## src/rtl/up_down_pkg.sv

```systemverilog
// Shared encodings for the up/down mode counter: counting modes and the
// one-shot sequencer states.
package up_down_pkg;

    typedef enum logic [1:0] {
        WRAP     = 2'b00,
        SATURATE = 2'b01,
        ONESHOT  = 2'b10,
        RSVD     = 2'b11
    } mode_e;

    typedef enum logic [1:0] {
        IDLE = 2'b00,
        RUN  = 2'b01,
        DONE = 2'b10
    } state_e;

endpackage

```

## src/rtl/udc_step.sv

```systemverilog
// Combinational step of the counter: next value for one enabled cycle plus
// the boundary and wrap indications. Boundaries are compared against MAX
// explicitly so a MAX below 2**N-1 never relies on natural rollover.
module udc_step
    import up_down_pkg::*;
#(
    parameter int N   = 4,
    parameter int MAX = (1 << N) - 1
) (
    input  logic [N-1:0] count_i,
    input  logic         up_i,
    input  logic [1:0]   mode_i,
    output logic [N-1:0] next_o,
    output logic         wrap_hit_o,
    output logic         bnd_hit_o
);

    localparam logic [N-1:0] MAX_V = N'(MAX);

    mode_e mode_s;
    logic  wrap_mode;

    assign mode_s = mode_e'(mode_i);

    // Reserved mode counts exactly like WRAP; other modes hold at a boundary.
    always_comb begin
        wrap_mode  = (mode_s == WRAP) || (mode_s == RSVD);
        bnd_hit_o  = up_i ? (count_i == MAX_V) : (count_i == '0);
        wrap_hit_o = bnd_hit_o && wrap_mode;
        if (!bnd_hit_o) begin
            next_o = up_i ? (count_i + N'(1)) : (count_i - N'(1));
        end else if (wrap_mode) begin
            next_o = up_i ? '0 : MAX_V;
        end else begin
            next_o = count_i;
        end
    end

endmodule

```

## src/rtl/up_down_mode_counter.sv

```systemverilog
// Up/down counter with WRAP, SATURATE and ONESHOT modes. Priority per cycle
// is clear > load > en. The one-shot sequencer lives here together with all
// output registers; the arithmetic step comes from udc_step.
//
// state | meaning
// IDLE  | not sequencing, count held in ONESHOT mode
// RUN   | ONESHOT armed by load, counts on each enabled cycle
// DONE  | terminal value reached, count held until load or clear
module up_down_mode_counter
    import up_down_pkg::*;
#(
    parameter int N   = 4,
    parameter int MAX = (1 << N) - 1
) (
    input  logic         clk,
    input  logic         reset_n,
    input  logic         clear,
    input  logic         load,
    input  logic [N-1:0] load_val,
    input  logic         en,
    input  logic         up,
    input  logic [1:0]   mode,
    output logic [N-1:0] count,
    output logic         wrap,
    output logic         sat,
    output logic         done,
    output logic         busy,
    output logic         at_min,
    output logic         at_max
);

    localparam logic [N-1:0] MAX_V = N'(MAX);

    logic [N-1:0] count_q;
    logic         wrap_q;
    logic         sat_q;
    logic         done_q;
    state_e       state_q;

    mode_e        mode_s;
    logic [N-1:0] step_next;
    logic [N-1:0] load_clamped;
    logic [N-1:0] term_val;
    logic         wrap_hit;
    logic         bnd_hit;
    logic         term_hit;

    assign mode_s = mode_e'(mode);

    udc_step #(
        .N   (N),
        .MAX (MAX)
    ) u_step (
        .count_i    (count_q),
        .up_i       (up),
        .mode_i     (mode),
        .next_o     (step_next),
        .wrap_hit_o (wrap_hit),
        .bnd_hit_o  (bnd_hit)
    );

    // Load clamp and one-shot terminal detection for the current direction.
    always_comb begin
        load_clamped = (load_val > MAX_V) ? MAX_V : load_val;
        term_val     = up ? MAX_V : '0;
        term_hit     = (step_next == term_val);
    end

    // Count register, pulse/level flags and one-shot sequencer.
    always_ff @(posedge clk or negedge reset_n) begin
        if (!reset_n) begin
            count_q <= '0;
            wrap_q  <= 1'b0;
            sat_q   <= 1'b0;
            done_q  <= 1'b0;
            state_q <= IDLE;
        end else begin
            wrap_q <= 1'b0;
            done_q <= 1'b0;
            if (clear) begin
                count_q <= '0;
                sat_q   <= 1'b0;
                state_q <= IDLE;
            end else if (load) begin
                count_q <= load_clamped;
                sat_q   <= 1'b0;
                state_q <= (mode_s == ONESHOT) ? RUN : IDLE;
            end else begin
                // Leaving ONESHOT abandons any sequence in progress.
                if (mode_s != ONESHOT) begin
                    state_q <= IDLE;
                end
                case (mode_s)
                    SATURATE: begin
                        if (en) begin
                            count_q <= step_next;
                            sat_q   <= bnd_hit;
                        end else begin
                            // A held level survives only while still pinned
                            // against the boundary in the current direction.
                            sat_q <= sat_q & bnd_hit;
                        end
                    end
                    ONESHOT: begin
                        sat_q <= 1'b0;
                        if ((state_q == RUN) && en) begin
                            count_q <= step_next;
                            // Also covers a load of the terminal value itself.
                            if (term_hit) begin
                                state_q <= DONE;
                                done_q  <= 1'b1;
                            end
                        end
                    end
                    default: begin
                        sat_q <= 1'b0;
                        if (en) begin
                            count_q <= step_next;
                            wrap_q  <= wrap_hit;
                        end
                    end
                endcase
            end
        end
    end

    assign count  = count_q;
    assign wrap   = wrap_q;
    assign sat    = sat_q;
    assign done   = done_q;
    assign busy   = (state_q == RUN);
    assign at_min = (count_q == '0);
    assign at_max = (count_q == MAX_V);

endmodule

```

## config.mk

```make
export PLATFORM = sky130hd
export DESIGN_NAME = up_down_mode_counter
export DESIGN_NICKNAME = d
export VERILOG_FILES = /design/src/rtl/up_down_pkg.sv /design/src/rtl/udc_step.sv /design/src/rtl/up_down_mode_counter.sv
export SDC_FILE = /design/constraint.sdc
export NUM_CORES = 1
export LEC_CHECK = 0
export ABC_AREA = 1
export ABC_CLOCK_PERIOD_IN_PS = 4310
export BUFFER_PORTS_ARGS = -buffer_cell sky130_fd_sc_hd__buf_2
export CORE_UTILIZATION = 30
export DETAILED_ROUTE_END_ITERATION = 8
export PLACE_DENSITY_LB_ADDON = 0.3
export SYNTH_ARGS = -nofsm -noshare
export SYNTH_HDL_FRONTEND = slang
export SYNTH_SLANG_ARGS = --single-unit
```

## constraint.sdc

```tcl
create_clock -name clk -period 4.31 [get_ports clk]
set_clock_uncertainty 0.05 [all_clocks]
set_input_delay 0.431 -clock clk [delete_from_list [all_inputs] [get_ports clk]]
set_output_delay 0.431 -clock clk [all_outputs]
set_load 0.02 [all_outputs]
```

Word-level counts from Yosys, hierarchy flattened
Cells that the tools add are included.
- $add $sub $neg: 2
- multipliers: 0
- divide/modulo/power cells: 0
- order comparisons: 1
- equality and inequality tests: 8
- shift operators: 0
- mux-type cells: 32
- bitwise logic cells: 1
- reductions and logical operators: 8
- operators by type and width (operator ; number):
    2-to-1 mux 4 bit ; 11
    2-to-1 mux 1 bit ; 15
    2-to-1 mux 2 bit ; 6
    adder 4 x 1 -> 4 bit (second input constant) ; 1
    equality test 2 x 1 -> 1 bit (second input constant) ; 2
    equality test 2 bit (second input constant) ; 2
    equality test 4 bit ; 1
    equality test 4 bit (second input constant) ; 1
    greater-than comparator 4 bit (second input constant) ; 1
    logical NOT 4 bit ; 1
    != test 4 x 3 -> 1 bit (second input constant) ; 1
    nonzero test 4 bit ; 1
    subtractor 4 x 1 -> 4 bit (second input constant) ; 1
    logical AND 1 bit ; 2
    logical NOT 2 bit ; 1
    != test 2 bit (second input constant) ; 1
    AND reduction 2 bit ; 1
    OR reduction 2 bit ; 1
    AND 1 bit ; 1
    logical OR 1 bit ; 1
- register bits: 9
- bits in latches: 0
- bits in writable memories: 0
- bits in read-only memories: 0
- input port bits: 12
- output and inout bits: 10
- memories: 0

Longest topological paths before layout
Gate-level depths: netlist of the first run.
- depth after elaboration: 10
- mapped depth: 15

Hierarchy
From an unflattened synthesis of the first run, not the netlist that was laid out.
- cells, all modules: 117
- area, all modules: 764.5 µm²
- modules (own cells, without submodules) (module ; times used ; cells each ; area an instance (µm²) ; seq. area each (µm²)):
    up_down_mode_counter ; 1 ; 69 ; 525.5 ; 225.2
    udc_step ; 1 ; 48 ; 239.0 ; 0.0

Worst setup path after synthesis of the first run
Ideal clock, no wire load.
- path kind: register to register
- from: reg count_q[0] (netlist: count[0])
- to: reg state_q[0]
- library setup time: 0.122 ns
- data arrival time: 1.738 ns
- required time: 4.138 ns
- setup slack: 2.401 ns
- cell stages (with the launch flop): 11
- buffers on the path: 0
- cells stage by stage: dfrtp_1 inv_1 fa_1 xor2_1 nand3_1 o21ai_0 nand3_1 nand2_1 nand2_2 nand2_2 a21oi_2
- longest elaborated chain between the ends: 9
- elaborated cells on any way between the ends: 14
- ends and longest elaborated chain (element ; line ; source):
    from (decl) ; up_down_mode_counter.sv:34 ; logic [N-1:0] count_q;
    from (signal assigned) ; up_down_mode_counter.sv:85 ; count_q <= load_clamped;
    from (signal assigned) ; up_down_mode_counter.sv:96 ; count_q <= step_next;
    from (signal assigned) ; up_down_mode_counter.sv:107 ; count_q <= step_next;
    subtractor 4 x 1 -> 4 bit (tied with other cells) ; udc_step.sv:31 ; next_o = up_i ? (count_i + N'(1)) : (count_i - N'(1));
    2-to-1 mux 4 bit or 2-to-1 mux 1 bit (tied branches) ; udc_step.sv:31, udc_step.sv:28 ;
    2-to-1 mux 4 bit (*) ; udc_step.sv:30 ; if (!bnd_hit_o) begin
    equality test 4 bit (*) ; up_down_mode_counter.sv:66 ; term_hit = (step_next == term_val);
    2-to-1 mux 2 bit (*) ; up_down_mode_counter.sv:109 ; if (term_hit) begin
    2-to-1 mux 2 bit (*) ; up_down_mode_counter.sv:106 ; if ((state_q == RUN) && en) begin
    2-to-1 mux 2 bit (*) ; up_down_mode_counter.sv:93 ; case (mode_s)
    2-to-1 mux 2 bit (*) ; up_down_mode_counter.sv:84 ; end else if (load) begin
    2-to-1 mux 2 bit (*) ; up_down_mode_counter.sv:80 ; if (clear) begin
    to (signal assigned) ; up_down_mode_counter.sv:87 ; state_q <= (mode_s == ONESHOT) ? RUN : IDLE;
    to (decl) ; up_down_mode_counter.sv:38 ; state_e state_q;
Every way passes the cells marked *; elsewhere a longest branch is shown, timed or not.
A chain may end at the register's enable or synchronous reset.

Worst setup path in the final report of the first run
- from: in up
- to: reg state_q[0]
- longest elaborated chain between the ends: 9
- elaborated cells on any way between the ends: 12
- ends and longest elaborated chain (element ; line ; source):
    from (decl) ; up_down_mode_counter.sv:21 ; input logic up,
    2-to-1 mux 4 bit ; udc_step.sv:33 ; next_o = up_i ? '0 : MAX_V;
    2-to-1 mux 4 bit ; udc_step.sv:32 ; end else if (wrap_mode) begin
    2-to-1 mux 4 bit ; udc_step.sv:30 ;
    equality test 4 bit (*) ; up_down_mode_counter.sv:66 ;
    2-to-1 mux 2 bit (*) ; up_down_mode_counter.sv:109 ;
    2-to-1 mux 2 bit (*) ; up_down_mode_counter.sv:106 ;
    2-to-1 mux 2 bit (*) ; up_down_mode_counter.sv:93 ;
    2-to-1 mux 2 bit (*) ; up_down_mode_counter.sv:84 ;
    2-to-1 mux 2 bit (*) ; up_down_mode_counter.sv:80 ;
Marks and branches as above.

==> flow_summary.rst, run 1 <==
.. list-table::
   :header-rows: 1

   * - Metric
     - Value
   * - Critical path type
     - primary input to flip-flop
   * - Routed wirelength normalized by instance count
     - 11.8 µm
   * - Final worst path period share
     - 0.447
   * - Hold Crit Class
     - primary input to flip-flop
   * - Area of the placeable core
     - 2280 µm²
   * - Overall track demand over capacity in global routing
     - 0.161
   * - Total global routing overflow
     - 0
   * - Launch point of the worst reg-to-reg path
     - count[0]
   * - CP Launch Point
     - up
   * - Area of the multi-input gates
     - 442 µm²
   * - Vias
     - 767
   * - Vias in the first global route
     - 732
   * - Post-Syn Area per Cell
     - approximately 7 µm²
   * - Horizontal die dimension
     - 51.6 µm
   * - Number of maximum-capacitance violations
     - 0
   * - P per Cell Area
     - between 300 and 400 nW/µm²
   * - Placer congestion estimate
     - slightly above 0.9
   * - Crit path top cell by count
     - nand2_1
   * - Post-synthesis instance total
     - ~110
   * - Tmin final
     - 1.93 ns
   * - Count of standard-cell rows
     - 17
   * - Dominant cell type by area after synthesis
     - dfrtp_1
   * - Final ANT Viol Nets
     - 0
   * - Nets
     - ~150
   * - Slowest cell on the critical path
     - ha_1
   * - Layout overhead on the synthesized area
     - 22.9%
   * - Count of filler cells inserted in the layout
     - between 200 and 250
   * - Number of H-tree levels
     - 1
   * - Critical-path maximum fanout
     - 8
   * - Half-perimeter wire length after detailed placement
     - roughly 1.5 mm
   * - Root Driver
     - clkbuf_4
   * - CP startpoint kind
     - primary input
   * - Effective utilization at floorplan
     - 0.324
   * - Count of warnings emitted by yosys
     - 0
   * - Final routed DRC violation total
     - 0
   * - Achievable Freq
     - around 520 MHz
   * - Synthesized Nets
     - 122
   * - Library cells used by synthesis
     - 19
   * - Share of the yosys chip area belonging to registers
     - 0.305
   * - Static Leak
     - just over 0.5 nW
   * - Largest net degree at the start of global routing
     - 10
   * - Startpoint of the lowest-slack hold path
     - en
   * - Later-pin clock latency in the skew report
     - about 0.27 ns
   * - Total negative slack for setup checks
     - 0 ns
   * - Slew at the pin closest to its max-slew limit
     - between 0.4 and 0.5 ns
   * - Final-report setup violation count
     - 0
   * - EDFF count, synth
     - 0
   * - Number of CTS-inserted buffers
     - 3
   * - Worst max-slew margin expressed relative to the limit
     - 0.699
   * - Die outline area
     - roughly 2700 µm²
   * - Area of all sequential standard cells
     - around 230 µm²
   * - Total of buffers placed on input and output ports
     - 21
   * - Share of cells above drive strength 1
     - 0.254
   * - Clock-pin slew of the registers on the worst-case setup and hold paths
     - 0.07 ns
   * - Final-report max-slew violation count
     - 0
   * - Setup repair after global routing missed its margin
     - no
   * - Worst IR drop on VDD
     - about 0.2 mV
   * - Share of the synthesized area in the top cell type
     - 0.305
   * - Die extent in y
     - about 52 µm
   * - Dominant register cell in the synthesized netlist
     - dfrtp_1
   * - Cell-by-cell trace of the critical path
     - buf_2, inv_1, ha_1, nand2_1, nand2_1, nor2_1, nand2_1, nand3_1, nand2_1, nand3_1, nand2_1, nand2_2, nand2_2, a21oi_2
   * - Leading cell type by number of instances after synthesis
     - nand2_1
   * - Final hold violations
     - 0
   * - Router iterations before antenna repair
     - 4
   * - Bufs on Longest Clock Path
     - 2
   * - Number of DRC violations after detailed-routing iteration 0
     - 11
   * - Post-synth design cell area
     - 738 µm²
   * - Most numerous cell types in the synthesized netlist
     - nand2_1 (19), inv_1 (17), nor2_1 (17)
   * - Worst endpoint required time
     - approximately 4.5 ns
   * - Number of synthesized register bits
     - 9
   * - Leading cell types by total area after synthesis
     - dfrtp_1 (31%), nand2_1 (9.7%), nand3_1 (9.5%)
   * - Total length of routed wires
     - 1.87 mm
   * - Number of antenna violations at the first check in global routing
     - 0
   * - Worst EP arrival
     - about 2.1 ns
   * - CP Capture Type
     - flip-flop
   * - Num Clock Sinks
     - 9
   * - TritonCTS clock tree
     - done
   * - Fraction of synthesis flops using an asynchronous set or reset pin
     - 1.00
   * - Status
     - finished clean
   * - Vias per inst
     - between 4 and 5
   * - Ant. Diodes
     - 0
   * - Delay contributed by the slowest stage of the critical path
     - ~0.37 ns
   * - Final Total Pwr
     - between 200 and 300 µW
   * - Global-route wire length before repair
     - 3.08 mm
   * - Number of top-level pins
     - 22
## metrics by stage
step / hold slack (ns) / cell area, µm² / utilization / worst slack [ns] / cells
after global placement: 0.245 / 871 / 0.383 / 2.17 / 153
after CTS: 0.389 / 907 / 0.399 / 2.37 / 158
after global routing: 0.388 / 907 / 0.399 / 2.13 / 158
after floorplan: 0.0854 / 738 / - / 2.40 / 105
final: 0.388 / 907 / 0.399 / 2.38 / 158
after detailed placement: 0.248 / 871 / 0.383 / 2.10 / 153
## layer usage
metal,global-route usage,vias to the layer above,part of all wire
met5,0,-,0
met4,0.0541,0,0.0091
met3,0.0439,4,0.046
met2,0.281,22,0.51
met1,0.187,350,0.43
li1,-,391,-
## power by group
group          switching, mW  total, mW  internal (mW)  leakage [nW]
Combinational         0.0689      0.109         0.0404         0.368
Sequential           0.00911     0.0988         0.0897         0.121
Clock                 0.0327     0.0685         0.0358        0.0150
Total                  0.111      0.277          0.166         0.504
## path summary, 6_finish.rpt
| check | cells after the start | slack [ns] | to |
|---|---|---|---|
| worst min register to register | 2 | 0.48 | state_q[0] |
| worst max register to register | 9 | 2.40 | state_q[1] |
| max in group asynchronous | 2 | 3.52 | count[0] |
| worst max-delay path | 14 | 2.38 | state_q[0] |
| worst min-delay path | 3 | 0.39 | wrap |
| min in group asynchronous | 2 | 0.50 | done |
## layout by cell type (no fill, tap or decap)
cell	n
nand3_1	14
xnor2_1	1
a21oi_2	1
xor2_1	2
nor2_1	17
o32ai_1	4
fa_1	1
o211ai_1	2
clkbuf_1	1
dlygate4sd3_1	1
nand3_2	1
dfrtp_1	9
nor2_2	1
clkbuf_4	3
o21ai_0	2
inv_1	17
o21ai_2	1
nand2_2	5
buf_2	21
nand2_1	19
a21oi_1	3
ha_1	4
## flip-flops by register name (all words and copies together), names as in the netlist
| name | cells |
|---|---|
| done | 1 |
| count | 4 |
| state_q | 2 |
| wrap | 1 |
| sat | 1 |
## area by class of cell
cell class | instances | share of cell area
clock buffer | 4 | 0.0290
multi-input combinational | 78 | 0.487
sequential | 9 | 0.248
timing repair buffer | 22 | 0.127
tap | 28 | 0.0386
inverter | 17 | 0.0703
## critical path, delay by kind of cell
family	cells	cell delay, ns
adder cells (fa/ha/maj)	1	0.37
AO/OA/AOI/OAI	1	0.10
buffers and inverters	2	0.33
AND/OR/NAND/NOR	10	0.83
## cell families after synthesis
family	share of synthesized area
compound gates	0.125
xor+xnor	0.0356
fa+ha+maj	0.0949
buf+inv	0.0966
flops	0.305
simple gates	0.342
## what timing repair did
action	in CTS	in global routing
buffers inserted	0	0
hold endpoints to repair	9	0
gates resized for setup	0	0
hold buffers	1	0
Note: power is estimated with default switching activity, not from simulation.
==> inputs of run 2 (changes only) <==
- ABC_CLOCK_PERIOD_IN_PS: 4310 -> 1850
- clock period: 4.31 -> 1.85 ns (I/O delays scaled with it)
==> flow_summary.rst, run 2 (synthesized netlist as in run 1, its figures left out) <==
.. list-table::
   :header-rows: 1

   * - Metric
     - Value
   * - Status
     - finished clean (unchanged)
   * - Critical-path maximum fanout
     - 4 (was 8)
   * - Number of maximum-capacitance violations
     - 0 (unchanged)
   * - Count of filler cells inserted in the layout
     - 231 (was 236)
   * - Number of H-tree levels
     - 1 (unchanged)
   * - Total of buffers placed on input and output ports
     - 21 (unchanged)
   * - Total length of routed wires
     - 1.77 mm (was 1.87 mm)
   * - Global-route wire length before repair
     - 2.82 mm (was 3.08 mm)
   * - Number of top-level pins
     - 22 (unchanged)
   * - Effective utilization at floorplan
     - 0.324 (unchanged)
   * - CP startpoint kind
     - flip-flop (was primary input)
   * - Worst endpoint required time
     - 1.99 ns (was 4.46 ns)
   * - Clock network fraction of total power
     - 0.214 (was 0.248)
   * - Routed wirelength normalized by instance count
     - 10.6 µm (was 11.8 µm)
   * - Hold Crit Class
     - primary input to flip-flop (unchanged)
   * - Clock-pin slew of the registers on the worst-case setup and hold paths
     - 0.06 ns (was 0.07 ns)
   * - TritonCTS clock tree
     - done (unchanged)
   * - Horizontal die dimension
     - 51.6 µm (unchanged)
   * - Slew at the pin closest to its max-slew limit
     - 0.269 ns (was 0.449 ns)
   * - Final hold violations
     - 0 (unchanged)
   * - Vias per inst
     - 4.67 (was 4.85)
   * - CP Capture Type
     - flip-flop (unchanged)
   * - Worst IR drop on VDD
     - 0.433 mV (was 0.196 mV)
   * - Worst-case register-to-register setup slack
     - 0.10 ns (was 2.40 ns)
   * - Internal portion of total power
     - 428 µW (was 166 µW)
   * - Final routed DRC violation total
     - 0 (unchanged)
   * - Fin worst setup slack
     - 0.104 ns (was 2.38 ns)
   * - Final worst path period share
     - 0.944
   * - Root Driver
     - clkbuf_4 (unchanged)
   * - Total global routing overflow
     - 0 (unchanged)
   * - Most frequent standard cell in the layout excluding fill and tap cells
     - buf_2 (unchanged)
   * - Half-perimeter wire length after detailed placement
     - 1.45 mm (was 1.50 mm)
   * - CP Launch Point
     - count[1] (was up)
   * - Part of the total power dissipated in sequential elements
     - 0.323 (was 0.357)
   * - Critical path type
     - flip-flop to flip-flop (was primary input to flip-flop)
   * - Placer congestion estimate
     - 0.765 (was 0.926)
   * - Static Leak
     - 0.545 nW (was 0.504 nW)
   * - Bufs on Longest Clock Path
     - 2 (unchanged)
   * - Flip-flop count of the largest register, all copies and words added
     - 4 (unchanged)
   * - Startpoint of the lowest-slack hold path
     - en (unchanged)
   * - Largest net degree at the start of global routing
     - 10 (unchanged)
   * - Layout overhead on the synthesized area
     - 37.8% (was 22.9%)
   * - Worst reg-to-reg path cell count
     - 14 (was 9)
   * - Switching power total
     - 264 µW (was 111 µW)
   * - Setup repair after global routing missed its margin
     - yes (was no)
   * - Worst EP arrival
     - 1.88 ns (was 2.08 ns)
   * - Tmin final
     - 1.75 ns
   * - Router iterations before antenna repair
     - 4 (unchanged)
   * - Vias
     - 776 (was 767)
   * - Hold endpoint
     - wrap (unchanged)
   * - Final ANT Viol Nets
     - 0 (unchanged)
   * - Number of CTS-inserted buffers
     - 3 (unchanged)
   * - Die outline area
     - 2660 µm² (unchanged)
   * - Commonest non-fill, non-tap cells in the layout
     - buf_2 (21), inv_1 (17), nand2_1 (16) (was buf_2 (21), nand2_1 (19), inv_1 (17), nor2_1 (17), nand3_1 (14))
   * - Count of standard-cell rows
     - 17 (unchanged)
   * - Share of cells above drive strength 1
     - 0.370 (was 0.254)
   * - P per Cell Area
     - 680 nW/µm² (was 305 nW/µm²)
   * - Worst max-slew margin expressed relative to the limit
     - 0.819 (was 0.699)
   * - Area of the placeable core
     - 2280 µm² (unchanged)
   * - Nets
     - 156 (was 148)
   * - Achievable Freq
     - 573 MHz
   * - Number of antenna violations at the first check in global routing
     - 0 (unchanged)
   * - Vias in the first global route
     - 692 (was 732)
   * - Later-pin clock latency in the skew report
     - 0.25 ns (was 0.27 ns)
   * - Number of DRC violations after detailed-routing iteration 0
     - 6 (was 11)
   * - Ant. Diodes
     - 0 (unchanged)
   * - Launch point of the worst reg-to-reg path
     - count[1] (was count[0])
   * - Hold depth
     - 3 (unchanged)
   * - Final-report setup violation count
     - 0 (unchanged)
   * - Final Total Pwr
     - 692 µW (was 277 µW)
   * - Final-report max-slew violation count
     - 0 (unchanged)
   * - Switching Fraction
     - 0.381 (was 0.400)
   * - Worst Setup Slack post-DPL
     - 0.0475 ns (was 2.10 ns)
   * - Num Clock Sinks
     - 9 (unchanged)
   * - Reg2Reg Capture Point
     - state_q[0] (was state_q[1])
   * - Overall track demand over capacity in global routing
     - 0.139 (was 0.161)
   * - Proportion of power drawn by combinational gates
     - 0.464 (was 0.395)
   * - Die extent in y
     - 51.6 µm (unchanged)
## run 2: cell count changes in the layout (fill, tap and decap cells not counted), sizes merged
cell  before  now
buf       21   29
## run 2: final cells by class
| cell class | instances | area, µm² | share of cell area |
|---|---|---|---|
| tap | 28 | 35.0 | 0.0344 |
| multi-input combinational | 78 | 487 | 0.478 |
| timing repair buffer | 30 | 179 | 0.176 |
| sequential | 9 | 226 | 0.223 |
| clock buffer | 4 | 26.3 | 0.0258 |
| inverter | 17 | 63.8 | 0.0627 |
## run 2: per-layer routing
layer  routed length, µm  global-route usage  vias up
met5                   0                   0        -
met4                   0              0.0225        0
met3                  68              0.0468        0
met1                 805               0.171      358
met2                 890               0.236       10
li1                    -                   -      408
## run 2: worst max path at each step
stage                  to  slack (ns)  cells after the start
2_1_floorplan  state_q[0]       0.009                     10
3_5_place_dp   state_q[0]        0.05                     14
5_1_grt        state_q[0]      -0.002                     14
6_report       state_q[0]        0.10                     14
3_3_place_gp   state_q[0]        0.08                     15
4_1_cts        state_q[0]        0.05                     13
## run 2: critical path, stage by stage, from the launching register on
cell	delay [ns]
dfrtp_1	0.39
buf_6	0.14
ha_4	0.26
nand2_2	0.04
nor2_2	0.11
nor2_2	0.06
nand2_2	0.07
nand2_1	0.06
nand2_1	0.06
nand2_1	0.05
nand3_1	0.08
nand2_1	0.07
nand2_2	0.09
nand2_2	0.05
a21oi_2	0.12
## run 2: power by group through the flow
stage          logic (mW)  clock network (mW)  registers, mW
4_1_cts             0.284               0.158          0.222
2_1_floorplan       0.169                   0          0.244
6_report            0.321               0.148          0.223
3_3_place_gp        0.276                   0          0.225
3_5_place_dp        0.281                   0          0.225
5_1_grt             0.357               0.165          0.224
## run 2: per-stage QoR
stage               hold slack (ns)  setup TNS (ns)   util  area [µm²]  std cells
floorplan                    -0.161               0      -         739        105
global placement          -0.000910               0  0.406         925        160
detailed placement         0.000200               0  0.406         925        160
CTS                           0.146               0  0.422         961        165
global route                  0.152        -0.00225  0.447        1020        166
finish                        0.158               0  0.447        1020        166
## run 2: what timing repair did
| item | in CTS | in global routing |
|---|---|---|
| hold buffers | 1 | 0 |
| setup endpoints to repair | 0 | 3 |
| hold endpoints to repair | 9 | 0 |
| resized for setup | 0 | 11 |
| setup buffers | 0 | 1 |
==> inputs of run 3 (changes only) <==
- CORE_UTILIZATION: 30 -> 49
==> flow_summary.rst, run 3 (synthesized netlist as in run 1, its figures left out) <==
.. list-table::
   :header-rows: 1

   * - Metric
     - Value
   * - Status
     - finished clean (unchanged)
   * - CP Capture Type
     - flip-flop (unchanged)
   * - Routed wirelength normalized by instance count
     - 12.1 µm (was 10.6 µm)
   * - Num Clock Sinks
     - 9 (unchanged)
   * - Final worst path period share
     - 0.952 (was 0.944)
   * - Largest net degree at the start of global routing
     - 10 (unchanged)
   * - Global-route wire length before repair
     - 2.82 mm (unchanged)
   * - Total global routing overflow
     - 0 (unchanged)
   * - Placed cell areas
     - 893 µm² (was 925 µm²)
   * - Slew at the pin closest to its max-slew limit
     - 0.311 ns (was 0.269 ns)
   * - Slowest cell on the critical path
     - fa_2 (was dfrtp_1)
   * - Effective utilization at floorplan
     - 0.547 (was 0.324)
   * - Number of antenna violations at the first check in global routing
     - 0 (unchanged)
   * - Number of maximum-capacitance violations
     - 0 (unchanged)
   * - Die outline area
     - 1670 µm² (was 2660 µm²)
   * - Most frequent standard cell in the layout excluding fill and tap cells
     - buf_2 (unchanged)
   * - Hold Crit Class
     - primary input to flip-flop (unchanged)
   * - Final Total Pwr
     - 694 µW (was 692 µW)
   * - Post-Layout Cell Count
     - 152 (was 166)
   * - Number of DRC violations after detailed-routing iteration 0
     - 15 (was 6)
   * - Layout overhead on the synthesized area
     - 34.2% (was 37.8%)
   * - Final ANT Viol Nets
     - 0 (unchanged)
   * - Commonest non-fill, non-tap cells in the layout
     - buf_2 (21), inv_1 (16), nor2_1 (16), nand2_1 (16), nand3_1 (13) (was buf_2 (21), inv_1 (17), nand2_1 (16))
   * - Post-placement cell count
     - 145 (was 160)
   * - Vias per inst
     - 5.30 (was 4.67)
   * - Half-perimeter wire length after detailed placement
     - 1.39 mm (was 1.45 mm)
   * - Area of the placeable core
     - 1350 µm² (was 2280 µm²)
   * - CP startpoint kind
     - flip-flop (unchanged)
   * - Gate family responsible for the most delay along the worst path
     - adder cells (was simple AND/OR/NAND/NOR gates)
   * - Bufs on Longest Clock Path
     - 2 (unchanged)
   * - Worst endpoint required time
     - 1.94 ns (was 1.99 ns)
   * - Number of CTS-inserted buffers
     - 3 (unchanged)
   * - Tmin final
     - 1.76 ns (was 1.75 ns)
   * - Clock-pin slew of the registers on the worst-case setup and hold paths
     - 0.06 ns (about the same)
   * - Root Driver
     - clkbuf_4 (unchanged)
   * - Fin worst setup slack
     - 0.0883 ns (was 0.104 ns)
   * - Final-report setup violation count
     - 0 (unchanged)
   * - Worst Setup Slack post-DPL
     - -0.0238 ns (was 0.0475 ns)
   * - Static Leak
     - 0.539 nW (was 0.545 nW)
   * - Nets
     - 155 (was 156)
   * - Placer congestion estimate
     - 0.881 (was 0.765)
   * - Critical-path maximum fanout
     - 3 (was 4)
   * - Number of top-level pins
     - 22 (unchanged)
   * - Final hold violations
     - 0 (unchanged)
   * - Worst EP arrival
     - 1.86 ns (was 1.88 ns)
   * - Worst max-slew margin expressed relative to the limit
     - 0.792 (was 0.819)
   * - Final routed DRC violation total
     - 0 (unchanged)
   * - Die extent in y
     - 40.8 µm (was 51.6 µm)
   * - Vias in the first global route
     - 670 (was 692)
   * - Router iterations before antenna repair
     - 5 (was 4)
   * - Final-report max-slew violation count
     - 0 (unchanged)
   * - Total length of routed wires
     - 1.84 mm (was 1.77 mm)
   * - Later-pin clock latency in the skew report
     - 0.26 ns (was 0.25 ns)
   * - Worst IR drop on VDD
     - 0.506 mV (was 0.433 mV)
   * - Share of cells above drive strength 1
     - 0.365 (was 0.370)
   * - Overall track demand over capacity in global routing
     - 0.255 (was 0.139)
   * - TritonCTS clock tree
     - done (unchanged)
   * - Delay contributed by the slowest stage of the critical path
     - 0.52 ns (was 0.39 ns)
   * - Flip-flop count of the largest register, all copies and words added
     - 4 (unchanged)
   * - Achievable Freq
     - 568 MHz (was 573 MHz)
   * - Hold slack
     - 0.155 ns (was 0.158 ns)
   * - Number of H-tree levels
     - 1 (unchanged)
   * - Ant. Diodes
     - 0 (unchanged)
   * - Cell-by-cell trace of the critical path
     - inv_1, fa_2, nand3_1, o21ai_1, nand3_1, nand2_1, nand2_2, nand2_2, a21oi_2 (was buf_6, ha_4, nand2_2, nor2_2, nor2_2, nand2_2, nand2_1, nand2_1, nand2_1, nand3_1, nand2_1, nand2_2, nand2_2, a21oi_2)
   * - Vias
     - 805 (was 776)
   * - P per Cell Area
     - 701 nW/µm² (was 680 nW/µm²)
   * - Count of standard-cell rows
     - 13 (was 17)
   * - Non-Filler Cell Area, Final
     - 991 µm² (was 1020 µm²)
   * - Horizontal die dimension
     - 40.8 µm (was 51.6 µm)
   * - Total of buffers placed on input and output ports
     - 21 (unchanged)
   * - Critical path type
     - flip-flop to flip-flop (unchanged)
   * - Buffers and inverters on the worst path
     - 1 (unchanged)
-- run 3: cell types whose count changed in the layout (fill, tap and decap cells not counted) --
cell	delta
nor2_1	+1
inv_1	-1
nor2_2	-1
inv_2	+1
buf_4	-1
-- run 3: worst paths after layout --
check,slack [ns],depth (start not counted),to,startpoint
max,0.09,9,state_q[0],count[1]
min,0.15,3,wrap,en
max reg2reg,0.09,9,state_q[0],count[1]
min reg2reg,0.50,2,state_q[1],state_q[1]
max in group asynchronous,1.30,2,count[0],reset_n
min in group asynchronous,0.26,2,count[1],reset_n
-- run 3: cell type report --
class,instances,area [µm²]
inverter,17,63.8
tap,15,18.8
sequential,9,226
multi-input combinational,78,484
fill,110,359
clock buffer,4,26.3
timing repair buffer,29,171
-- run 3: repair_timing --
action	CTS	global route
setup endpoints to repair	2	3
hold endpoints to repair	9	0
pin swaps	0	7
buffers inserted	1	1
gates resized for setup	1	10
hold buffers	1	0
-- run 3: power by group --
group	switching (mW)	internal, mW	total, mW
combinational	0.188	0.133	0.321
clock	0.0655	0.0829	0.148
sequential	0.0154	0.210	0.225
total	0.269	0.425	0.694
-- run 3: routing by layer --
metal  share of wire  track usage  vias to the layer above
met2            0.51        0.430                       26
met3           0.037       0.0489                        4
li1                -            -                      404
met5               0            0                        -
met1            0.45        0.328                      371
met4          0.0076       0.0750                        0
-- run 3: worst min-delay path: cells and delay by family --
| family | cells | cell delay (ns) |
|---|---|---|
| and+or+nand+nor | 2 | 0.12 |
| buffers and inverters | 1 | 0.12 |
-- run 3: metrics by stage --
stage / TNS (ns) / utilization
after global routing: -0.00420 / 0.734
final: 0 / 0.734
after floorplan: 0 / -
after CTS: 0 / 0.694
after global placement: 0 / 0.662
after detailed placement: -0.0265 / 0.662
